==> src/rtl/layer0_sched_pkg.sv <==
// Shared types and default geometry for the layer-0 band scheduler.
// Bands overlap by OVERLAP rows so each 3x3 conv band carries its halo.
package layer0_sched_pkg;

  typedef enum logic [1:0] {
    IDLE  = 2'd0,
    ISSUE = 2'd1,
    WAIT  = 2'd2,
    DONE  = 2'd3
  } state_t;

  localparam int ROW_BEATS = 416;
  localparam int BAND_ROWS = 9;
  localparam int OVERLAP   = 2;
  localparam int LAST_ROWS = 3;
  localparam int NUM_BANDS = 60;
  localparam int ADDR_W    = 24;

  function automatic int band_beats(input int rows, input int row_beats);
    return rows * row_beats;
  endfunction

  localparam int STRIDE = band_beats(BAND_ROWS - OVERLAP, ROW_BEATS);
  localparam int NB     = band_beats(BAND_ROWS, ROW_BEATS);
  localparam int LB     = band_beats(LAST_ROWS, ROW_BEATS);

endpackage

==> src/rtl/layer0_band_beat_chk.sv <==
// Counts accepted feature beats of the current band and flags the band end
// plus any length or out-of-band protocol violation as single-cycle pulses.
module layer0_band_beat_chk (
  input  logic        sclk,
  input  logic        s_rst_n,
  input  logic        active,
  input  logic [15:0] cmd_beats,
  input  logic        beat_valid,
  input  logic        beat_ready,
  input  logic        beat_last,
  output logic        band_done,
  output logic        err
);

  logic [15:0] cnt_reg;
  logic [15:0] cnt_next;
  logic        fire;
  logic        at_end;

  assign fire      = beat_valid && beat_ready;
  assign at_end    = (cnt_reg == cmd_beats - 16'd1);
  assign band_done = fire && active && beat_last;
  // Outside WAIT any beat is a protocol error; inside, last must coincide with the final count.
  assign err       = fire && (!active || (beat_last != at_end));

  always_comb begin
    cnt_next = cnt_reg;
    if (band_done) begin
      cnt_next = 16'd0;
    end else if (fire && active) begin
      cnt_next = cnt_reg + 16'd1;
    end
  end

  always_ff @(posedge sclk or negedge s_rst_n) begin
    if (!s_rst_n) begin
      cnt_reg <= 16'd0;
    end else begin
      cnt_reg <= cnt_next;
    end
  end

endmodule

==> src/rtl/layer0_band_scheduler.sv <==
// Issues one read command per overlapping row band to the feature TX path,
// waits for each band's final beat and pulses layer_done after the last band.
module layer0_band_scheduler #(
  parameter int ROW_BEATS = layer0_sched_pkg::ROW_BEATS,
  parameter int BAND_ROWS = layer0_sched_pkg::BAND_ROWS,
  parameter int OVERLAP   = layer0_sched_pkg::OVERLAP,
  parameter int LAST_ROWS = layer0_sched_pkg::LAST_ROWS,
  parameter int NUM_BANDS = layer0_sched_pkg::NUM_BANDS,
  parameter int ADDR_W    = layer0_sched_pkg::ADDR_W
) (
  input  logic              sclk,
  input  logic              s_rst_n,
  input  logic              start,
  output logic              cmd_valid,
  input  logic              cmd_ready,
  output logic [ADDR_W-1:0] cmd_addr,
  output logic [15:0]       cmd_beats,
  output logic              cmd_last_band,
  input  logic              beat_valid,
  input  logic              beat_ready,
  input  logic              beat_last,
  output logic [7:0]        tx_cnt,
  output logic              busy,
  output logic              layer_done,
  output logic              len_err
);
  import layer0_sched_pkg::*;

  localparam logic [ADDR_W-1:0] STRIDE_ADDR =
    ADDR_W'(band_beats(BAND_ROWS - OVERLAP, ROW_BEATS));
  localparam logic [15:0] NORM_BEATS = 16'(band_beats(BAND_ROWS, ROW_BEATS));
  localparam logic [15:0] LAST_BEATS = 16'(band_beats(LAST_ROWS, ROW_BEATS));
  localparam logic [7:0]  LAST_IDX   = 8'(NUM_BANDS - 1);

  state_t            state_reg;
  state_t            state_next;
  logic [7:0]        tx_cnt_reg;
  logic [ADDR_W-1:0] addr_reg;
  logic [15:0]       beats_reg;
  logic              err_reg;
  logic              start_ok;
  logic              in_wait;
  logic              last_band;
  logic              band_done;
  logic              chk_err;

  assign start_ok  = (state_reg == IDLE) && start;
  assign in_wait   = (state_reg == WAIT);
  assign last_band = (tx_cnt_reg == LAST_IDX);

  layer0_band_beat_chk u_beat_chk (
    .sclk       (sclk),
    .s_rst_n    (s_rst_n),
    .active     (in_wait),
    .cmd_beats  (beats_reg),
    .beat_valid (beat_valid),
    .beat_ready (beat_ready),
    .beat_last  (beat_last),
    .band_done  (band_done),
    .err        (chk_err)
  );

  always_ff @(posedge sclk or negedge s_rst_n) begin
    if (!s_rst_n) begin
      state_reg <= IDLE;
    end else begin
      state_reg <= state_next;
    end
  end

  always_comb begin
    state_next = state_reg;
    case (state_reg)
      IDLE:    if (start) state_next = ISSUE;
      ISSUE:   if (cmd_ready) state_next = WAIT;
      WAIT:    if (band_done) state_next = last_band ? DONE : ISSUE;
      DONE:    state_next = IDLE;
      default: state_next = IDLE;
    endcase
  end

  always_comb begin
    cmd_valid  = 1'b0;
    busy       = 1'b1;
    layer_done = 1'b0;
    case (state_reg)
      IDLE:    busy = 1'b0;
      ISSUE:   cmd_valid = 1'b1;
      DONE:    layer_done = 1'b1;
      default: ;
    endcase
  end

  // Command fields are registered when a band is armed so they stay stable while stalled.
  always_ff @(posedge sclk or negedge s_rst_n) begin
    if (!s_rst_n) begin
      tx_cnt_reg <= 8'd0;
      addr_reg   <= '0;
      beats_reg  <= 16'd0;
      err_reg    <= 1'b0;
    end else begin
      if (start_ok) begin
        tx_cnt_reg <= 8'd0;
        addr_reg   <= '0;
        beats_reg  <= (LAST_IDX == 8'd0) ? LAST_BEATS : NORM_BEATS;
      end else if (in_wait && band_done && !last_band) begin
        tx_cnt_reg <= tx_cnt_reg + 8'd1;
        addr_reg   <= addr_reg + STRIDE_ADDR;
        beats_reg  <= (tx_cnt_reg + 8'd1 == LAST_IDX) ? LAST_BEATS : NORM_BEATS;
      end
      if (chk_err) begin
        err_reg <= 1'b1;
      end else if (start_ok) begin
        err_reg <= 1'b0;
      end
    end
  end

  assign cmd_addr      = addr_reg;
  assign cmd_beats     = beats_reg;
  assign cmd_last_band = cmd_valid && last_band;
  assign tx_cnt        = tx_cnt_reg;
  assign len_err       = err_reg;

endmodule

==> config.mk <==
export PLATFORM = sky130hd
export DESIGN_NAME = layer0_band_scheduler
export DESIGN_NICKNAME = d
export VERILOG_FILES = /design/src/rtl/layer0_sched_pkg.sv /design/src/rtl/layer0_band_beat_chk.sv /design/src/rtl/layer0_band_scheduler.sv
export SDC_FILE = /design/constraint.sdc
export NUM_CORES = 1
export LEC_CHECK = 0
export CELL_PAD_IN_SITES_DETAIL_PLACEMENT = 1
export CELL_PAD_IN_SITES_GLOBAL_PLACEMENT = 2
export CORE_MARGIN = 1.5
export CORE_UTILIZATION = 31
export DETAILED_ROUTE_END_ITERATION = 10
export GPL_ROUTABILITY_DRIVEN = 0
export GPL_TIMING_DRIVEN = 0
export PLACE_DENSITY_LB_ADDON = 0.3
export SYNTH_ARGS = -nofsm -noshare
export SYNTH_HDL_FRONTEND = slang
export SYNTH_SLANG_ARGS = --single-unit
==> constraint.sdc <==
create_clock -name sclk -period 3 [get_ports sclk]
set_input_delay 0.9 -clock sclk [delete_from_list [all_inputs] [get_ports sclk]]
set_output_delay 0.9 -clock sclk [all_outputs]
set_load 0.005 [all_outputs]
# After elaboration in Yosys (flattened, before gate mapping)
# Cells that the tools add are included.
dict set report classes {
  eq_ne 10
  addsub 4
  n_mux 19
  n_reduce_logical 16
}
# op n
set op_table {}
lappend op_table {{$mux 16} 4}
lappend op_table {{$mux 24} 2}
lappend op_table {{$add 24x12->24 const B} 1}
lappend op_table {{$add 16x1->16 const B} 1}
lappend op_table {{$eq 16x16->1} 1}
lappend op_table {{$eq 8x6->1 const B} 2}
lappend op_table {{$mux 8} 2}
lappend op_table {{$sub 16x1->16 const B} 1}
lappend op_table {{$mux 12} 1}
lappend op_table {{$add 8x1->8 const B} 1}
lappend op_table {{$logic_and 1x1->1} 8}
lappend op_table {{$mux 2} 4}
lappend op_table {{$pmux 2 s4} 1}
lappend op_table {{$reduce_bool 2->1} 3}
lappend op_table {{$mux 1} 5}
lappend op_table {{$eq 2x2->1 const B} 2}
lappend op_table {{$ne 2x2->1 const B} 2}
lappend op_table {{$reduce_and 3->1} 1}
lappend op_table {{$eq 2x1->1 const B} 1}
lappend op_table {{$logic_not 1->1} 2}
lappend op_table {{$logic_not 2->1} 1}
lappend op_table {{$ne 2x1->1 const B} 1}
lappend op_table {{$logic_or 1x1->1} 1}
lappend op_table {{$ne 1x1->1} 1}
dict set report word_totals {
  inputBits 7
  output_inout_bits 53
  register_bits 67
  wordCells 55
}

# Longest topological paths before layout
dict set report logic_depth {
  ltp_word 7
  ltp_mapped 8
  depth_no_buf 8
}

# By module
# Synthesis repeated with hierarchy kept, for this count alone.
dict set report unflattened {
  hier_cells 376
  hier_area_um2 3382.0
}
# module area_per_inst_um2 cells_each instances seq_area_each_um2
set by_module_without_submodules {}
lappend by_module_without_submodules {layer0_band_scheduler 2048.2 223 1 825.8}
lappend by_module_without_submodules {layer0_band_beat_chk 1333.8 153 1 400.4}

# Least setup slack after synthesis
# No wires, ideal clock.
dict set report synth_timing {
  path_kind {flip-flop to flip-flop}
  startpoint {register beats_reg[10], in the netlist cmd_beats[10]}
  endpoint {register err_reg, in the netlist len_err}
  required_time_ns 2.918
  setup_slack_ns 0.583
  path_buffers 0
  synth_period_minus_slack_ns 2.417
  setup_time_ns 0.082
  t_arrival_ns 2.336
  stages_incl_launch_ff 9
  path_cell_list {dfrtp_1 -> inv_1 -> ha_1 -> ha_1 -> xor2_1 -> nand4_1 -> or4_1 -> or4_1 -> a31oi_1}
}
dict set report synth_via {
  elab_chain_len 6
  word_cells_on_any_way 7
  classes_between {add/sub: 1; eq/ne: 2; mux: 1; reduce/logical: 3}
}
# item line_no
set synth_rtl {}
lappend synth_rtl {{start: declaration} layer0_band_scheduler.sv:39} ;# logic [15:0] beats_reg;
lappend synth_rtl {{start signal: assignment} layer0_band_scheduler.sv:105} ;# beats_reg <= (LAST_IDX == 8'd0) ? LAST_BEATS : NORM_BEATS;
lappend synth_rtl {{start signal: assignment} layer0_band_scheduler.sv:109} ;# beats_reg <= (tx_cnt_reg + 8'd1 == LAST_IDX) ? LAST_BEATS : NORM_BEATS;
lappend synth_rtl {{$sub 16x1->16 *} layer0_band_beat_chk.sv:21} ;# assign at_end = (cnt_reg == cmd_beats - 16'd1);
lappend synth_rtl {{$eq 16x16->1 *} layer0_band_beat_chk.sv:21}
lappend synth_rtl {{$ne 1x1->1 *} layer0_band_beat_chk.sv:24} ;# assign err = fire && (!active || (beat_last != at_end));
lappend synth_rtl {{$logic_or 1x1->1 *} layer0_band_beat_chk.sv:24}
lappend synth_rtl {{$logic_and 1x1->1 *} layer0_band_beat_chk.sv:24}
lappend synth_rtl {{$mux 1 or $reduce_bool 2->1 (tied branches)} --}
lappend synth_rtl {{end signal: assignment} layer0_band_scheduler.sv:100} ;# err_reg <= 1'b0;
lappend synth_rtl {{end signal: assignment} layer0_band_scheduler.sv:112} ;# err_reg <= 1'b1;
lappend synth_rtl {{end signal: assignment} layer0_band_scheduler.sv:114} ;# err_reg <= 1'b0;
lappend synth_rtl {{end: declaration} layer0_band_scheduler.sv:40} ;# logic err_reg;
# Mark *: on every way between the ends. The rest lies on a longest branch, timed or not.
# A chain may end at the register's enable or synchronous reset.

# Worst setup path after layout
dict set report layout_timing {
  startpoint {register tx_cnt_reg[2], in the netlist tx_cnt[2]}
  endpoint {output port cmd_last_band}
}
dict set report layout_via {
  elab_chain_len 2
}
# item line_no
set layout_rtl {}
lappend layout_rtl {{start: declaration} layer0_band_scheduler.sv:37} ;# logic [7:0] tx_cnt_reg;
lappend layout_rtl {{start signal: assignment} layer0_band_scheduler.sv:107} ;# tx_cnt_reg <= tx_cnt_reg + 8'd1;
lappend layout_rtl {{$eq 8x6->1} layer0_band_scheduler.sv:49} ;# assign last_band = (tx_cnt_reg == LAST_IDX);
lappend layout_rtl {{$logic_and 1x1->1} layer0_band_scheduler.sv:121} ;# assign cmd_last_band = cmd_valid && last_band;
lappend layout_rtl {{end: declaration} layer0_band_scheduler.sv:18} ;# output logic cmd_last_band,
# Every way passes these cells.

==> impl_metrics.json <==
{
  "r2r-start": "cmd_beats[10]$_DFFE_PN0P_",
  "rows": 35,
  "route.detailed.drc": 0,
  "cts_tree": "built",
  "peakVddDrop_mv": 0.208,
  "slew_violations": 0,
  "fillers": 1079,
  "detail-route-antenna-nets": 0,
  "grt_pass1_vias": 2591,
  "p_total_mw": 1.78,
  "clock-root-buffer": "clkbuf_8",
  "rsz0062_at_grt": "false",
  "clock-skew-final_ps": 17.2,
  "rr_worst_depth": 8,
  "holdPathStages": 1,
  "ys_seq_area_share_pct": 42.4,
  "via_count": 2439,
  "clock_latency_ps": 320,
  "h-tree-depth": 2,
  "stdcell_count": 492,
  "hpwl_microns": 5490,
  "dp.cells": 482,
  "ys_ff_latch": 49,
  "grt_first_pass_wirelength_microns": 12700,
  "die_h_microns": 99.6,
  "syn_inst": 313,
  "first_iter_violations": 36,
  "synthArstFlopShare_pct": 100,
  "max-clock-path-buffers": 2,
  "timing.final.crit_share_pct": 94.4,
  "setup_tns_ps": 0,
  "synth.most_common_cell": "dfrtp_1",
  "drt-wirelength-per-cell_microns": 15.1,
  "syn_area_per_cell_sq_um": 9.25,
  "slowest_stage": "or4b_4",
  "antenna_found_initial": 0,
  "die_area_sq_um": 9930,
  "cp-start-kind": "register",
  "clock.fmax_ghz": 0.353,
  "path_clk_slew_ps": 100,
  "layout-area-overhead-vs-synth_pct": 27.5,
  "finalSetupViolCount": 0,
  "diodes": 0,
  "path_cells": "buf_6 -> or4b_4 -> nor4_4 -> dlygate4sd2_1",
  "grt_remaining_overflow": 0,
  "synth_top_flop_cell": "dfrtp_1",
  "hold_path_end": "u_beat_chk.cnt_reg[2]$_DFFE_PN0P_",
  "synth_cell_types": 49,
  "status": "complete, no violations",
  "fin_nets": 395,
  "io_pins": 60,
  "cts_buffers": 5,
  "drv_cap": 0,
  "hp-start": "u_beat_chk.cnt_reg[2]$_DFFE_PN0P_",
  "r2r_end": "len_err$_DFFE_PN0P_",
  "rrSetupSlack_ps": 320,
  "synthTopCellsByArea": "dfrtp_1, xor2_1, nor2_1, buf_4, nand2_1",
  "p_leak_nw": 1.64,
  "drive_gt1_share_pct": 13.6,
  "synth.top_cells.by_count": "dfrtp_1, nor2_1, xor2_1, nand2_1, buf_4",
  "hp-class": "register to register",
  "yosysWarnings": 0,
  "tightest_slew_ps": 775,
  "max-slew-margin-rel_pct": 47.9,
  "pwr_density_cell_nw_per_um2": 482,
  "wirelength_microns": 7450,
  "crit_type": "register to output pin",
  "cts.sinks": 49,
  "final_area_sq_um": 3690,
  "crit_fanout": 9,
  "start_util_pct": 31.6,
  "arrival_ps": 1930,
  "syn_area_sq_um": 2900,
  "grt_usage_pct": 16.1,
  "drt_pass1_iterations": 3,
  "final-hold-violation-count": 0,
  "synth_top_cell_area_share_pct": 42.4,
  "coreArea_sq_um": 9150,
  "min_period_ps": 2830,
  "grt_max_degree": 27,
  "cp-end-kind": "output pin",
  "via_per_inst": 4.96,
  "max_stage_delay_ps": 580,
  "synth_edf_count": 0,
  "port_buffers": 43,
  "yosysTopAreaCell": "dfrtp_1",
  "die_w_microns": 99.6,
  "crit_required_ps": 2100,
  "largest_reg_flops": 19,
  "place_area_sq_um": 3530
}
[power by group]
part           switching, mW  total (mW)  internal (mW)
clock network          0.233       0.476          0.243
registers             0.0843       0.814          0.730
logic                  0.259       0.491          0.231
total                  0.577        1.78           1.20
[placed cells by master (no fill, tap or decap), drive strengths merged, types with 8 or more instances in the layout]
| cell type | n |
|---|---|
| o21ai | 23 |
| inv | 10 |
| nor2 | 41 |
| clkbuf | 12 |
| xor2 | 31 |
| nand3 | 8 |
| dfrtp | 49 |
| nand4 | 11 |
| clkdlybuf4s50 | 41 |
| buf | 30 |
| conb | 15 |
| nand2 | 25 |
[worst max-delay path: cells and delay by family, from the launching register on]
family        cells  cell delay, ps
buf+inv           2             400
simple gates      2             810
flops             1             400
[stage by stage]
| stage | util (%) | worst slack, ps | hold slack [ps] |
|---|---|---|---|
| 3_3_place_gp | 38.4 | -607 | 508 |
| 6_report | 40.3 | 168 | 532 |
| 3_5_place_dp | 38.6 | -233 | 527 |
| 2_1_floorplan | - | 583 | 472 |
| 4_1_cts | 40.3 | 141 | 540 |
| 5_1_grt | 40.3 | 75.1 | 563 |
[repair_timing]
action,in CTS,in global routing
cloned,0,0
gates resized for setup,7,1
hold buffers,0,0
setup buffers,3,0
endpoints found under the hold margin,0,0
endpoints found under the setup margin,1,2
[how the worst max path moves through the flow]
stage / start / endpoint
CTS: tx_cnt[2]$_DFFE_PN0P_ / cmd_last_band
finish: tx_cnt[2]$_DFFE_PN0P_ / cmd_last_band
detailed placement: tx_cnt[1]$_DFFE_PN0P_ / cmd_last_band
global route: cmd_beats[10]$_DFFE_PN0P_ / len_err$_DFFE_PN0P_
floorplan: cmd_beats[10]$_DFFE_PN0P_ / len_err$_DFFE_PN0P_
global placement: s_rst_n / cmd_addr[8]$_DFFE_PN0P_
[metal layers]
metal	GRT usage, %	share of wire, %	up-vias
li1	-	-	1191
met1	20.4	47	1201
met2	28.0	49	36
met3	2.39	1.9	11
met4	5.53	2.1	0
met5	0	0	-
[final cells by class]
type | instances | area [sq um] | area share [%]
Clock inverter | 2 | 35.0 | 0.949
Tap cell | 111 | 139 | 3.76
Buffer | 32 | 218 | 5.90
Timing Repair Buffer | 47 | 467 | 12.6
Multi-Input combinational cell | 236 | 1500 | 40.6
Clock buffer | 5 | 68.8 | 1.86
Inverter | 10 | 37.5 | 1.02
Sequential cell | 49 | 1230 | 33.3
[cells by family (layout without fill, tap and decap cells)]
group | after synthesis | count (layout) | share of synthesized area (%)
AO/OA/AOI/OAI | 58 | 58 | 13.6
XOR/XNOR | 36 | 36 | 11.1
adder cells (fa/ha/maj) | 7 | 7 | 3.02
buffers and inverters | 42 | 96 | 8.82
flip-flops | 49 | 49 | 42.4
multiplexers | 1 | 1 | 0.389
other | 1 | 15 | 0.130
AND/OR/NAND/NOR | 119 | 119 | 20.5
(Power assumes the default switching activity.)
